==> src/rtl/trap_seq_pkg.sv <==
// Shared definitions for the interrupt entry/return sequencer.
// Holds the interrupt block register addresses, the sequencer state encoding and the
// default frame capacity of the interrupt block.
package trap_seq_pkg;

  // Interrupt block register map
  localparam logic [31:0] AddrImr   = 32'hffff_fffd;
  localparam logic [31:0] AddrIsr   = 32'hffff_fffe;
  localparam logic [31:0] AddrStack = 32'hffff_ffff;  // write pushes, read pops

  localparam int unsigned MaxDepthDefault = 32;

  typedef enum logic [3:0] {
    StIdle,
    StRdImr,
    StWtImr,
    StRdIsr,
    StWtIsr,
    StPush,
    StDispatch,
    StPop,
    StWtPop,
    StResume
  } state_e;

endpackage

==> src/rtl/trap_seq_prio_enc32.sv <==
// prio_enc32: 32-bit lowest-set-bit encoder.
// Ports:
//   req_i   - request vector
//   idx_o   - index of the lowest set bit (0 when none set)
//   none_o  - high when no bit of req_i is set
module prio_enc32 (
  input  logic [31:0] req_i,
  output logic [4:0]  idx_o,
  output logic        none_o
);

  always_comb begin
    idx_o  = '0;
    none_o = (req_i == '0);
    // Scan downwards so the lowest set bit is the last to assign.
    for (int i = 31; i >= 0; i--) begin
      if (req_i[i]) begin
        idx_o = 5'(i);
      end
    end
  end

endmodule

==> src/rtl/trap_seq.sv <==
// trap_seq: interrupt entry / return sequencer between a core and the interrupt block.
// On entry it reads IMR and ISR, pushes the return address and dispatches to the
// trampoline; on reti it pops the return address and resumes the core.
// Ports:
//   clk, reset_n            - clock, asynchronous active-low reset
//   trap, core_ready        - interrupt request level, core preemptible
//   core_pc                 - return address pushed on entry
//   reti                    - return-from-interrupt pulse
//   strobe, rw, addr, d_out - single-cycle bus access to the interrupt block
//   d_in                    - read data, valid the cycle after a read strobe
//   stall                   - holds the core while a sequence runs
//   vec_valid, vec_addr     - dispatch pulse and target
//   irq_num                 - index of the dispatched interrupt
//   ret_valid, ret_addr     - resume pulse and popped return address
//   spurious                - trap seen with nothing pending and enabled
//   overflow                - sticky: entry refused at full depth
module trap_seq
  import trap_seq_pkg::*;
#(
  parameter logic [31:0] TRAMP_BOTTOM = 32'hfffff800,
  parameter int unsigned MAX_DEPTH    = MaxDepthDefault
) (
  input  logic        clk,
  input  logic        reset_n,
  input  logic        trap,
  input  logic        core_ready,
  input  logic [31:0] core_pc,
  input  logic        reti,
  output logic        strobe,
  output logic        rw,
  output logic [31:0] addr,
  output logic [31:0] d_out,
  input  logic [31:0] d_in,
  output logic        stall,
  output logic        vec_valid,
  output logic [31:0] vec_addr,
  output logic [4:0]  irq_num,
  output logic        ret_valid,
  output logic [31:0] ret_addr,
  output logic        spurious,
  output logic        overflow
);

  localparam logic [5:0] DepthLimit = 6'(MAX_DEPTH - 1);

  // Reset asserts asynchronously and releases two edges after reset_n rises.
  logic [1:0] rst_sync_q;
  logic       rst_int_n;

  always_ff @(posedge clk or negedge reset_n) begin
    if (!reset_n) begin
      rst_sync_q <= '0;
    end else begin
      rst_sync_q <= {rst_sync_q[0], 1'b1};
    end
  end

  assign rst_int_n = rst_sync_q[1];

  state_e      state_q, state_d;
  logic [5:0]  depth_q, depth_d;
  logic [31:0] imr_q, imr_d;
  logic [4:0]  irq_q, irq_d;
  logic [31:0] ret_q, ret_d;
  logic        ovf_q, ovf_d;

  logic [31:0] pend_req;
  logic [4:0]  pend_idx;
  logic        pend_none;

  // ISR arrives on d_in while in WT_ISR and is masked by the captured IMR.
  assign pend_req = d_in & imr_q;

  prio_enc32 u_prio_enc32 (
    .req_i  (pend_req),
    .idx_o  (pend_idx),
    .none_o (pend_none)
  );

  always_ff @(posedge clk or negedge rst_int_n) begin
    if (!rst_int_n) begin
      state_q <= StIdle;
      depth_q <= '0;
      imr_q   <= '0;
      irq_q   <= '0;
      ret_q   <= '0;
      ovf_q   <= 1'b0;
    end else begin
      state_q <= state_d;
      depth_q <= depth_d;
      imr_q   <= imr_d;
      irq_q   <= irq_d;
      ret_q   <= ret_d;
      ovf_q   <= ovf_d;
    end
  end

  always_comb begin
    state_d   = state_q;
    depth_d   = depth_q;
    imr_d     = imr_q;
    irq_d     = irq_q;
    ret_d     = ret_q;
    ovf_d     = ovf_q;
    strobe    = 1'b0;
    rw        = 1'b0;
    addr      = '0;
    d_out     = '0;
    stall     = 1'b1;
    vec_valid = 1'b0;
    vec_addr  = '0;
    ret_valid = 1'b0;
    spurious  = 1'b0;

    case (state_q)
      StIdle: begin
        stall = 1'b0;
        // Gated so nothing leaks out combinationally while reset is held.
        if (rst_int_n) begin
          if (reti && (depth_q != '0)) begin
            state_d = StPop;
          end else if (trap && core_ready) begin
            if (depth_q == DepthLimit) begin
              ovf_d = 1'b1;
            end else begin
              state_d = StRdImr;
              stall   = 1'b1;
            end
          end
        end
      end
      StRdImr: begin
        strobe  = 1'b1;
        addr    = AddrImr;
        state_d = StWtImr;
      end
      StWtImr: begin
        imr_d   = d_in;
        state_d = StRdIsr;
      end
      StRdIsr: begin
        strobe  = 1'b1;
        addr    = AddrIsr;
        state_d = StWtIsr;
      end
      StWtIsr: begin
        if (pend_none) begin
          spurious = 1'b1;
          state_d  = StIdle;
        end else begin
          irq_d   = pend_idx;
          state_d = StPush;
        end
      end
      StPush: begin
        strobe  = 1'b1;
        rw      = 1'b1;
        addr    = AddrStack;
        d_out   = core_pc;
        depth_d = depth_q + 6'd1;
        state_d = StDispatch;
      end
      StDispatch: begin
        vec_valid = 1'b1;
        vec_addr  = TRAMP_BOTTOM;
        state_d   = StIdle;
      end
      StPop: begin
        strobe  = 1'b1;
        addr    = AddrStack;
        state_d = StWtPop;
      end
      StWtPop: begin
        ret_d   = d_in;
        state_d = StResume;
      end
      StResume: begin
        ret_valid = 1'b1;
        depth_d   = depth_q - 6'd1;
        state_d   = StIdle;
      end
      default: begin
        state_d = StIdle;
      end
    endcase
  end

  assign irq_num  = irq_q;
  assign ret_addr = ret_q;
  assign overflow = ovf_q;

endmodule

==> config.mk <==
export PLATFORM = sky130hd
export DESIGN_NAME = trap_seq
export DESIGN_NICKNAME = d
export VERILOG_FILES = /design/src/rtl/trap_seq_pkg.sv /design/src/rtl/trap_seq_prio_enc32.sv /design/src/rtl/trap_seq.sv
export SDC_FILE = /design/constraint.sdc
export NUM_CORES = 1
export LEC_CHECK = 0
export CORE_ASPECT_RATIO = 0.7
export CORE_MARGIN = 2
export CORE_UTILIZATION = 25
export CTS_CLUSTER_SIZE = 20
export DETAILED_ROUTE_END_ITERATION = 8
export SLEW_MARGIN = 20
export SYNTH_ARGS = -nofsm -noshare
export SYNTH_HDL_FRONTEND = slang
export SYNTH_SLANG_ARGS = --single-unit
==> constraint.sdc <==
create_clock -name clk -period 11.45 [get_ports clk]
set_input_delay 3.435 -clock clk [delete_from_list [all_inputs] [get_ports clk]]
set_output_delay 3.435 -clock clk [all_outputs]
set_load 0.02 [all_outputs]
==> results of run 1 <==
-- per-stage QoR --
step / utilization / instances / cell area [um^2]
after detailed placement: 0.357 / 794 / 6420
after global placement: 0.357 / 794 / 6420
after global routing: 0.371 / 809 / 6680
after floorplan: - / 430 / 4630
after CTS: 0.371 / 809 / 6680
final: 0.371 / 809 / 6680
-- final timing paths --
check	cells after the start	startpoint	slack [ps]	endpoint
worst max-delay path	7	d_in[23]	2300	spurious
worst min-delay path	0	rst_sync_q[1]$_DFF_PN0_	270	imr_q[18]$_DFFE_PN0P_
worst max register to register	10	state_q[1]$_DFFE_PN0P_	8530	depth_q[5]$_DFFE_PN0P_
worst min register to register	0	rst_sync_q[1]$_DFF_PN0_	270	imr_q[18]$_DFFE_PN0P_
max in group asynchronous	1	reset_n	8070	rst_sync_q[1]$_DFF_PN0_
min in group clk	0	rst_sync_q[0]$_DFF_PN0_	350	rst_sync_q[1]$_DFF_PN0_
-- flip-flops by register name, summed over array words and instances (netlist names) --
signal / flops
irq_num: 5
depth_q: 6
overflow: 1
state_q: 4
imr_q: 32
rst_sync_q: 2
ret_addr: 32
-- logic make-up after synthesis --
| family | Yosys count | share of synthesized area |
|---|---|---|
| AOI/OAI and AO/OA | 73 | 0.121 |
| xor gates and xnor gates | 6 | 0.0114 |
| adders and majority gates | 5 | 0.0153 |
| buffers and inverters | 84 | 0.121 |
| DFF | 82 | 0.447 |
| muxes | 67 | 0.164 |
| other | 2 | 0.00164 |
| and+or+nand+nor | 101 | 0.119 |
-- power by group --
group / switching (mW) / leakage, nW / internal, mW
logic: 0.465 / 1.59 / 0.473
registers: 0.106 / 1.02 / 0.418
clock network: 0.111 / 0.126 / 0.145
total: 0.683 / 2.74 / 1.04
-- area by class of cell --
type | instances | share of cell area
clock buffer | 12 | 0.0354
clock inverter | 3 | 0.00281
inverter | 11 | 0.00618
multi-input combinational | 264 | 0.304
sequential | 82 | 0.308
tap | 236 | 0.0442
timing repair buffer | 201 | 0.300
-- layer usage --
metal,vias up,GRT usage,part of all wire
met2,131,0.200,0.48
li1,1718,-,-
met5,-,0,0
met1,1810,0.161,0.44
met3,20,0.0321,0.058
met4,0,0.0386,0.018
-- placed cells by master, fill, tap and decap left out, types with 5 or more instances in the layout --
cell and count:
a22oi_1 16, mux2_2 64, clkbuf_16 9, nor2_1 11, and2_1 32, nand2_1 33, clkdlybuf4s50_1 197, a31oi_1 5
a21oi_1 7, inv_1 8, nand4_1 5, o21ai_0 10, conb_1 12, dfrtp_1 81
-- critical path: stages --
cell and delay [ps]:
clkdlybuf4s50_1 500, a22oi_1 420, nand4_1 210, nor2_1 310, nand2_1 100, nor2_1 110
clkdlybuf4s50_1 630
==> run_results.csv, run 1 <==
group,metric,value,unit
sta,setup_viol,0,
clocking,tritoncts,"built",
logic_synthesis,ys_types,54,
routing,routed_wl,12000,um
logic_synthesis,syn_area_per_cell,10.9,um^2
floorplanning,start_util,0.255,
grt,grt_pass1_vias,3577,
setup_path,critPathLaunchType,"primary input",
finish,n_fill_cell,1727,
routing,wl_per_cell,14.8,um
floorplanning,fp.coreArea,0.0180,mm^2
power_and_ir_drop,power_density,257,mW/mm^2
finish,drive_gt1_frac,0.164,
clocking,cts_buffers,9,
sta,relSlewSlack,0.362,
sta,worstMarginPinSlew,956,ps
logic_synthesis,yosysWarningCount,0,
setup_path,worst-endpoint-required,8020,ps
sta,rsz0062_at_grt,"false",
grt,overflow,0,
logic_synthesis,synth_edf_count,0,
finish,multi_input_area,0.00203,mm^2
logic_synthesis,synthCells,420,
floorplanning,fp.dieArea,0.0195,mm^2
clocking,h-tree-depth,3,
routing,drcViolationCount,0,
grt,antenna_found_initial,0,
place,dp_hpwl,9390,um
clocking,worstSkewPairLatency,340,ps
place,dp_slack,2300,ps
sta,timing.hold.ws,266,ps
floorplanning,chipHeight,117,um
sta,worst_slack,2300,ps
finish,final_nets,643,
finish,area_growth,45.5,%
run_status,status,"completed",
clocking,cts_root_buffer,"clkbuf_16",
flow_run,cap_viol_max_count,0,
sta,max_freq,0.109,GHz
finish,regArea,0.00206,mm^2
logic_synthesis,synthTopCellsByCount,"dfrtp_1, mux2_2, buf_4",
routing,antenna_left,0,
sta,fin_crit_sh,0.799,
logic_synthesis,ys_ff_latch,82,
logic_synthesis,syn_area,0.00459,mm^2
setup_path,cp.arrival,5720,ps
grt,grt_pass1_wl,19100,um
clocking,clock_path_buffers,2,
logic_synthesis,ys_async_sr_fraction,1.00,
logic_synthesis,yosysTopAreaCellShare,0.447,
place,place_congestion,0.733,
logic_synthesis,synth.area.top_cells,"dfrtp_1, mux2_2, buf_4, and2_1, nand2_1",
sta,slew_violations,0,
floorplanning,io_pins,209,
power_and_ir_drop,power_leakage,2.74,nW
routing,drt-initial-drc-count,198,
clocking,post-cts-setup-buffer-count,0,
floorplanning,rows,41,
logic_synthesis,yosysSeqAreaShare,0.447,
setup_path,path_class,"in2out",
sta,hold_viol,0,
power_and_ir_drop,power,1.72,mW
sta,fin_crit,9150,ps
grt,track_usage,0.123,
sta,fin_worst_skew,5.80,ps
logic_synthesis,synth.most_common_cell,"dfrtp_1",
logic_synthesis,synth_flop_cell,"dfrtp_1",
clocking,cts_hold_buf,0,
power_and_ir_drop,vdd_drop_max,0.000124,V
setup_path,end_kind,"output pin",
routing,vias,3679,
grt,grt_max_degree,53,
finish,diodes,0,
clocking,clk_pin_slew,60,ps
sta,timing.setup.tns,0,ps
floorplanning,die_x,166,um
logic_synthesis,yosysTopAreaCell,"dfrtp_1",
place,port_buffers,197,
setup_path,cp_max_fo,5,
clocking,post_cts_resized,0,
routing,via_per_inst,4.55,
clocking,clock_sinks,82,
worst_hold_path,min_path_type,"reg2async",
routing,dr.pass1.iters,4,
(Power assumes the default switching activity.)
==> inputs of run 2 (changes only) <==
==> constraint.sdc (replaced) <==
create_clock -name clk -period 8.66 [get_ports clk]
set_input_delay 2.598 -clock clk [delete_from_list [all_inputs] [get_ports clk]]
set_output_delay 2.598 -clock clk [all_outputs]
set_load 0.02 [all_outputs]
==> run 2 against run 1 <==
Non-clock buffer count stayed put. Core utilization is 0.42 points higher. Clock skew hardly changed. Sequential power is 32% higher. Critical endpoint unchanged. Largest power group unchanged. Critical path depth stayed put. Sequential share of layout area is 0.34 points lower. Clock power is 63% higher.
==> run_results.csv, run 2 (synthesized netlist as in run 1, its figures left out) <==
group,metric,value,unit
clocking,post_cts_resized,0,
routing,via_per_inst,4.51,
setup_path,setup.worst_path.start,"d_in[23]",
finish,final_common_cell,"clkdlybuf4s50_1",
clocking,clock_sinks,82,
setup_path,end_kind,"output pin",
place,dp_slack,1180,ps
sta,worstMarginPinSlew,961,ps
grt,grt_max_degree,53,
sta,max_freq,0.134,GHz
clocking,cts_root_buffer,"clkbuf_16",
sta,fin_crit_sh,0.862,
finish,area_growth,47.1,%
clocking,post-cts-setup-buffer-count,0,
sta,fin_crit,7470,ps
sta,relSlewSlack,0.358,
routing,drt-initial-drc-count,275,
finish,diodes,0,
clocking,h-tree-depth,3,
run_status,status,"completed",
floorplanning,fp.dieArea,0.0195,mm^2
routing,drcViolationCount,0,
routing,antenna_left,0,
grt,grt_pass1_vias,3576,
clocking,cts_hold_buf,0,
finish,drive_gt1_frac,0.169,
floorplanning,die_x,166,um
setup_path,path_class,"in2out",
grt,overflow,0,
clocking,clock_path_buffers,2,
clocking,cts_buffers,9,
sta,rsz0062_at_grt,"false",
floorplanning,fp.coreArea,0.0180,mm^2
routing,vias,3654,
power_and_ir_drop,power_density,349,mW/mm^2
worst_hold_path,min_path_type,"reg2async",
clocking,clk_pin_slew,60,ps
grt,track_usage,0.124,
routing,routed_wl,12000,um
setup_path,cp_max_fo,5,
flow_run,cap_viol_max_count,0,
clocking,worstSkewPairLatency,340,ps
finish,fin_util,0.375,
power_and_ir_drop,power_leakage,2.77,nW
place,port_buffers,197,
place,dp_hpwl,9370,um
setup_path,reg2reg_slack,5790,ps
floorplanning,start_util,0.255,
sta,hold_viol,0,
clocking,tritoncts,"built",
setup_path,cp.arrival,4870,ps
setup_path,r2r-start,"state_q[1]$_DFFE_PN0P_",
sta,setup_viol,0,
place,place_congestion,0.733,
grt,antenna_found_initial,0,
finish,final_cell_mix,"clkdlybuf4s50_1, dfrtp_1, mux2_2",
floorplanning,io_pins,209,
floorplanning,rows,41,
sta,fin_worst_skew,5.97,ps
floorplanning,chipHeight,117,um
setup_path,worst-endpoint-required,6060,ps
sta,worst_slack,1190,ps
grt,grt_pass1_wl,19200,um
routing,dr.pass1.iters,5,
routing,wl_per_cell,14.8,um
power_and_ir_drop,vdd_drop_max,0.000158,V
sta,timing.setup.tns,0,ps
finish,final_nets,643,
setup_path,critPathLaunchType,"primary input",
sta,slew_violations,0,
[run 2: cell count changes in the layout (fill, tap and decap cells not counted)]
cell | previous run | this run
clkinv_2 | 2 | 1
inv_6 | 0 | 1
clkbuf_8 | 0 | 2
bufinv_16 | 0 | 2
clkinv_4 | 1 | 0
clkbuf_1 | 3 | 1
[run 2: report_power, final]
group          internal, mW  switching, mW  leakage (nW)  total [mW]
clock                 0.269          0.152         0.163       0.420
combinational         0.625          0.617          1.59        1.24
sequential            0.553          0.140          1.02       0.692
total                  1.45          0.909          2.77        2.36
[run 2: worst max-delay path, stage by stage]
cell	delay [ps]
clkdlybuf4s50_1	500
a22oi_1	410
nand4_1	200
nor2_1	310
nand2_1	100
nor2_1	110
clkdlybuf4s50_1	640
[run 2: area by class of cell]
cell class / count / area [um^2]
timing repair buffer: 201 / 2000
clock inverter: 4 / 73.8
sequential: 82 / 2060
clock buffer: 12 / 256
multi-input combinational: 264 / 2030
fill: 1715 / 11200
inverter: 11 / 41.3
tap: 236 / 295
[run 2: per-stage QoR]
step	area [um^2]	hold WS (ps)	power (mW)	instances
floorplan	4630	331	1.53	430
finish	6760	262	2.36	810
detailed placement	6420	284	1.95	794
global route	6760	309	2.50	810
CTS	6750	289	2.39	810
global placement	6420	271	1.92	794
[run 2: per-layer routing]
metal  wire length [um]  global-route usage  vias up
li1                   -                   -     1721
met1               5490               0.163     1787
met2               5690               0.199      135
met3                688              0.0395       11
met4                128              0.0255        0
met5                  0                   0        -
[run 2: final timing paths]
path                                           endpoint  depth (start not counted)
worst max-delay path                           spurious                          7
worst min-delay path              imr_q[22]$_DFFE_PN0P_                          0
worst max register to register   depth_q[5]$_DFFE_PN0P_                         10
worst min register to register    imr_q[22]$_DFFE_PN0P_                          0
max in group asynchronous       rst_sync_q[1]$_DFF_PN0_                          1
min in group clk                rst_sync_q[1]$_DFF_PN0_                          0
==> RTL edit (config.mk and constraints of run 1) <==
Reset style: synchronous (`reset_n` and `rst_int_n`), changed in 2 clocked blocks. Comments in the files are not updated.
--- a/src/rtl/trap_seq.sv
+++ b/src/rtl/trap_seq.sv
@@ -49,3 +49,3 @@
 
-  always_ff @(posedge clk or negedge reset_n) begin
+  always_ff @(posedge clk) begin
     if (!reset_n) begin
@@ -79,3 +79,3 @@
 
-  always_ff @(posedge clk or negedge rst_int_n) begin
+  always_ff @(posedge clk) begin
     if (!rst_int_n) begin
Formal check against the unedited RTL: differs if reset_n is asserted again (counterexample within 4 cycles, from zero or initial values and one cycle with reset_n low); with reset_n held inactive, the same outputs for 10 cycles.
==> RTL edit against run 1 <==
- setup slack worse by 0.19 ns
- count of clock-buffer cells in the layout is 1 lower
- synthesized area is 5.9% lower
- sequential cell count stayed put
- die area is 5.7% lower
- global-route usage is 1.6 points higher
- design area is 4.0% lower
- first-iteration DRC count is 28% higher
- critical path depth is 1 lower
- final cell count is 17% higher
- largest cell class is now multi-input gates
- routed wire length is 11% higher
Power is not compared: it rests on default switching activity, and its combinational part moved more than twofold at a synthesized area within 25%.
==> RTL edit: results (changes against run 1) <==
status - finished clean (unchanged)
CTS H-tree lvls - 3 (unchanged)
Skew-Pair Late Insertion Delay - 0.33 ns
CTS clock-pin slew for the worst setup and hold paths - 0.06 ns (about the same)
Synth Warn # - 0 (unchanged)
share of cells above drive strength 1 - 0.0403 (was 0.164)
share of the synthesized area in the top cell type - 0.380 (was 0.447)
DP HPWL - 9910 um (was 9390 um)
gpl congestion - 0.704 (was 0.733)
post-synthesis sequential area ratio - 0.380 (was 0.447)
clk_skew - 0.00674 ns (was 0.00580 ns)
Worst VDD drop - 0.0000839 V
Netlist cell types - 50 (was 54)
FF-to-FF End - depth_q[5] (unchanged)
class of the worst hold path - flip-flop to flip-flop (was flip-flop to async pin)
HP Start - rst_sync_q[0]
Worst Tran Pin Value - 1.03 ns (was 0.956 ns)
dpl ws - 2.10 ns (was 2.30 ns)
DR vias - 4202 (was 3679)
crit-path max FO - 4 (was 5)
GRT Total Usage - 0.139 (was 0.123)
Final nets - 788 (was 643)
first-pass GRT wire length - 20400 um (was 19100 um)
WL/cell - 14.0 um (was 14.8 um)
Port-buffer cells - 197 (unchanged)
r2r startpoint - state_q[0] (was state_q[1])
Max Root-Sink Buffers - 2 (unchanged)
number of post-CTS setup repair buffers - 0 (unchanged)
pin count of the biggest net entering global routing - 58 (was 53)
First-pass DRT Iterations - 4 (unchanged)
R2R Setup Slk - 8.84 ns (was 8.53 ns)
vias in the first global route - 3665 (was 3577)
worst reg2reg path depth - 9 (was 10)
synth top area cells - dfxtp_1, nand2_1, buf_4 (was dfrtp_1, mux2_2, buf_4)
endpoint of the worst hold path - rst_sync_q[1]
Critical Path RT - 8.02 ns (about the same)
1st-iter DRT viols - 254 (was 198)
CTS Buf Count - 9 (unchanged)
most frequent cells after synthesis - nand2_1, a21oi_1, dfxtp_1 (was dfrtp_1, mux2_2, buf_4)
Top FF cell, synth - dfxtp_1 (was dfrtp_1)
Synth async-reset ratio - 0 (was 1.00)
## RTL edit: cell types whose count changed after synthesis, moves of 18 or more
cell,delta
a21oi_1,+75
clkbuf_1,+18
dfrtp_1,-82
dfxtp_1,+82
mux2_2,-64
nand2_1,+126
## RTL edit: routing by layer
| metal | routed length [um] | up-vias | part of all wire | GRT usage |
|---|---|---|---|---|
| li1 | - | 2136 | - | - |
| met1 | 6230 | 1920 | 0.47 | 0.188 |
| met2 | 6170 | 142 | 0.46 | 0.231 |
| met3 | 853 | 4 | 0.064 | 0.0327 |
| met4 | 50 | 0 | 0.0038 | 0.0214 |
| met5 | 0 | - | 0 | 0 |
## RTL edit: worst reg2reg max path, cell delays in order (launching register included)
cell and delay, ns:
dfxtp_1 0.63, nand4_1 0.26, inv_1 0.28, ha_1 0.28, a21o_1 0.17, a21oi_1 0.21
o21bai_1 0.09, a21oi_1 0.18, mux2i_1 0.24, mux2i_1 0.21
## RTL edit: cell type report
class | instances | area (um2)
clock inverter | 5 | 62.6
timing repair buffer | 204 | 2020
fill | 1752 | 10600
sequential | 82 | 1640
multi-input combinational | 404 | 2100
clock buffer | 11 | 243
inverter | 13 | 48.8
tap | 231 | 289
## RTL edit: logic make-up (layout without fill, tap and decap cells)
group	count (synthesis)	count (layout)	synth area share
AND/OR/NAND/NOR	249	249	0.260
AO/OA/AOI/OAI	133	133	0.185
buffers and inverters	104	233	0.145
flip-flops	82	82	0.380
adder cells (fa/ha/maj)	5	5	0.0162
XOR/XNOR	4	4	0.00811
multiplexers	2	2	0.00463
other	1	11	0.000868
## RTL edit: worst max path at each step
stage | startpoint | end | slack, ns
after global placement | d_in[16] | spurious | 2.09
after global routing | d_in[17] | spurious | 1.96
after detailed placement | d_in[17] | spurious | 2.10
final | d_in[17] | spurious | 2.11
after floorplan | d_in[24] | spurious | 3.27
after CTS | d_in[17] | spurious | 2.09
## RTL edit: through the flow
stage               std cells   util  total power (W)  area [um2]  hold slack, ns
CTS                       950  0.377         0.000656        6410           0.427
global route              950  0.377         0.000671        6410           0.443
finish                    950  0.377         0.000644        6410           0.425
global placement          934  0.359         0.000356        6110           0.411
floorplan                 590      -         0.000323        4360           0.406
detailed placement        934  0.359         0.000357        6110           0.411
## RTL edit: where the power goes
| part | internal (W) | total (W) | switching, W |
|---|---|---|---|
| Combinational | 0.0000318 | 0.0000616 | 0.0000298 |
| Sequential | 0.000286 | 0.000288 | 0.00000181 |
| Clock | 0.000176 | 0.000294 | 0.000118 |
| Total | 0.000494 | 0.000644 | 0.000150 |
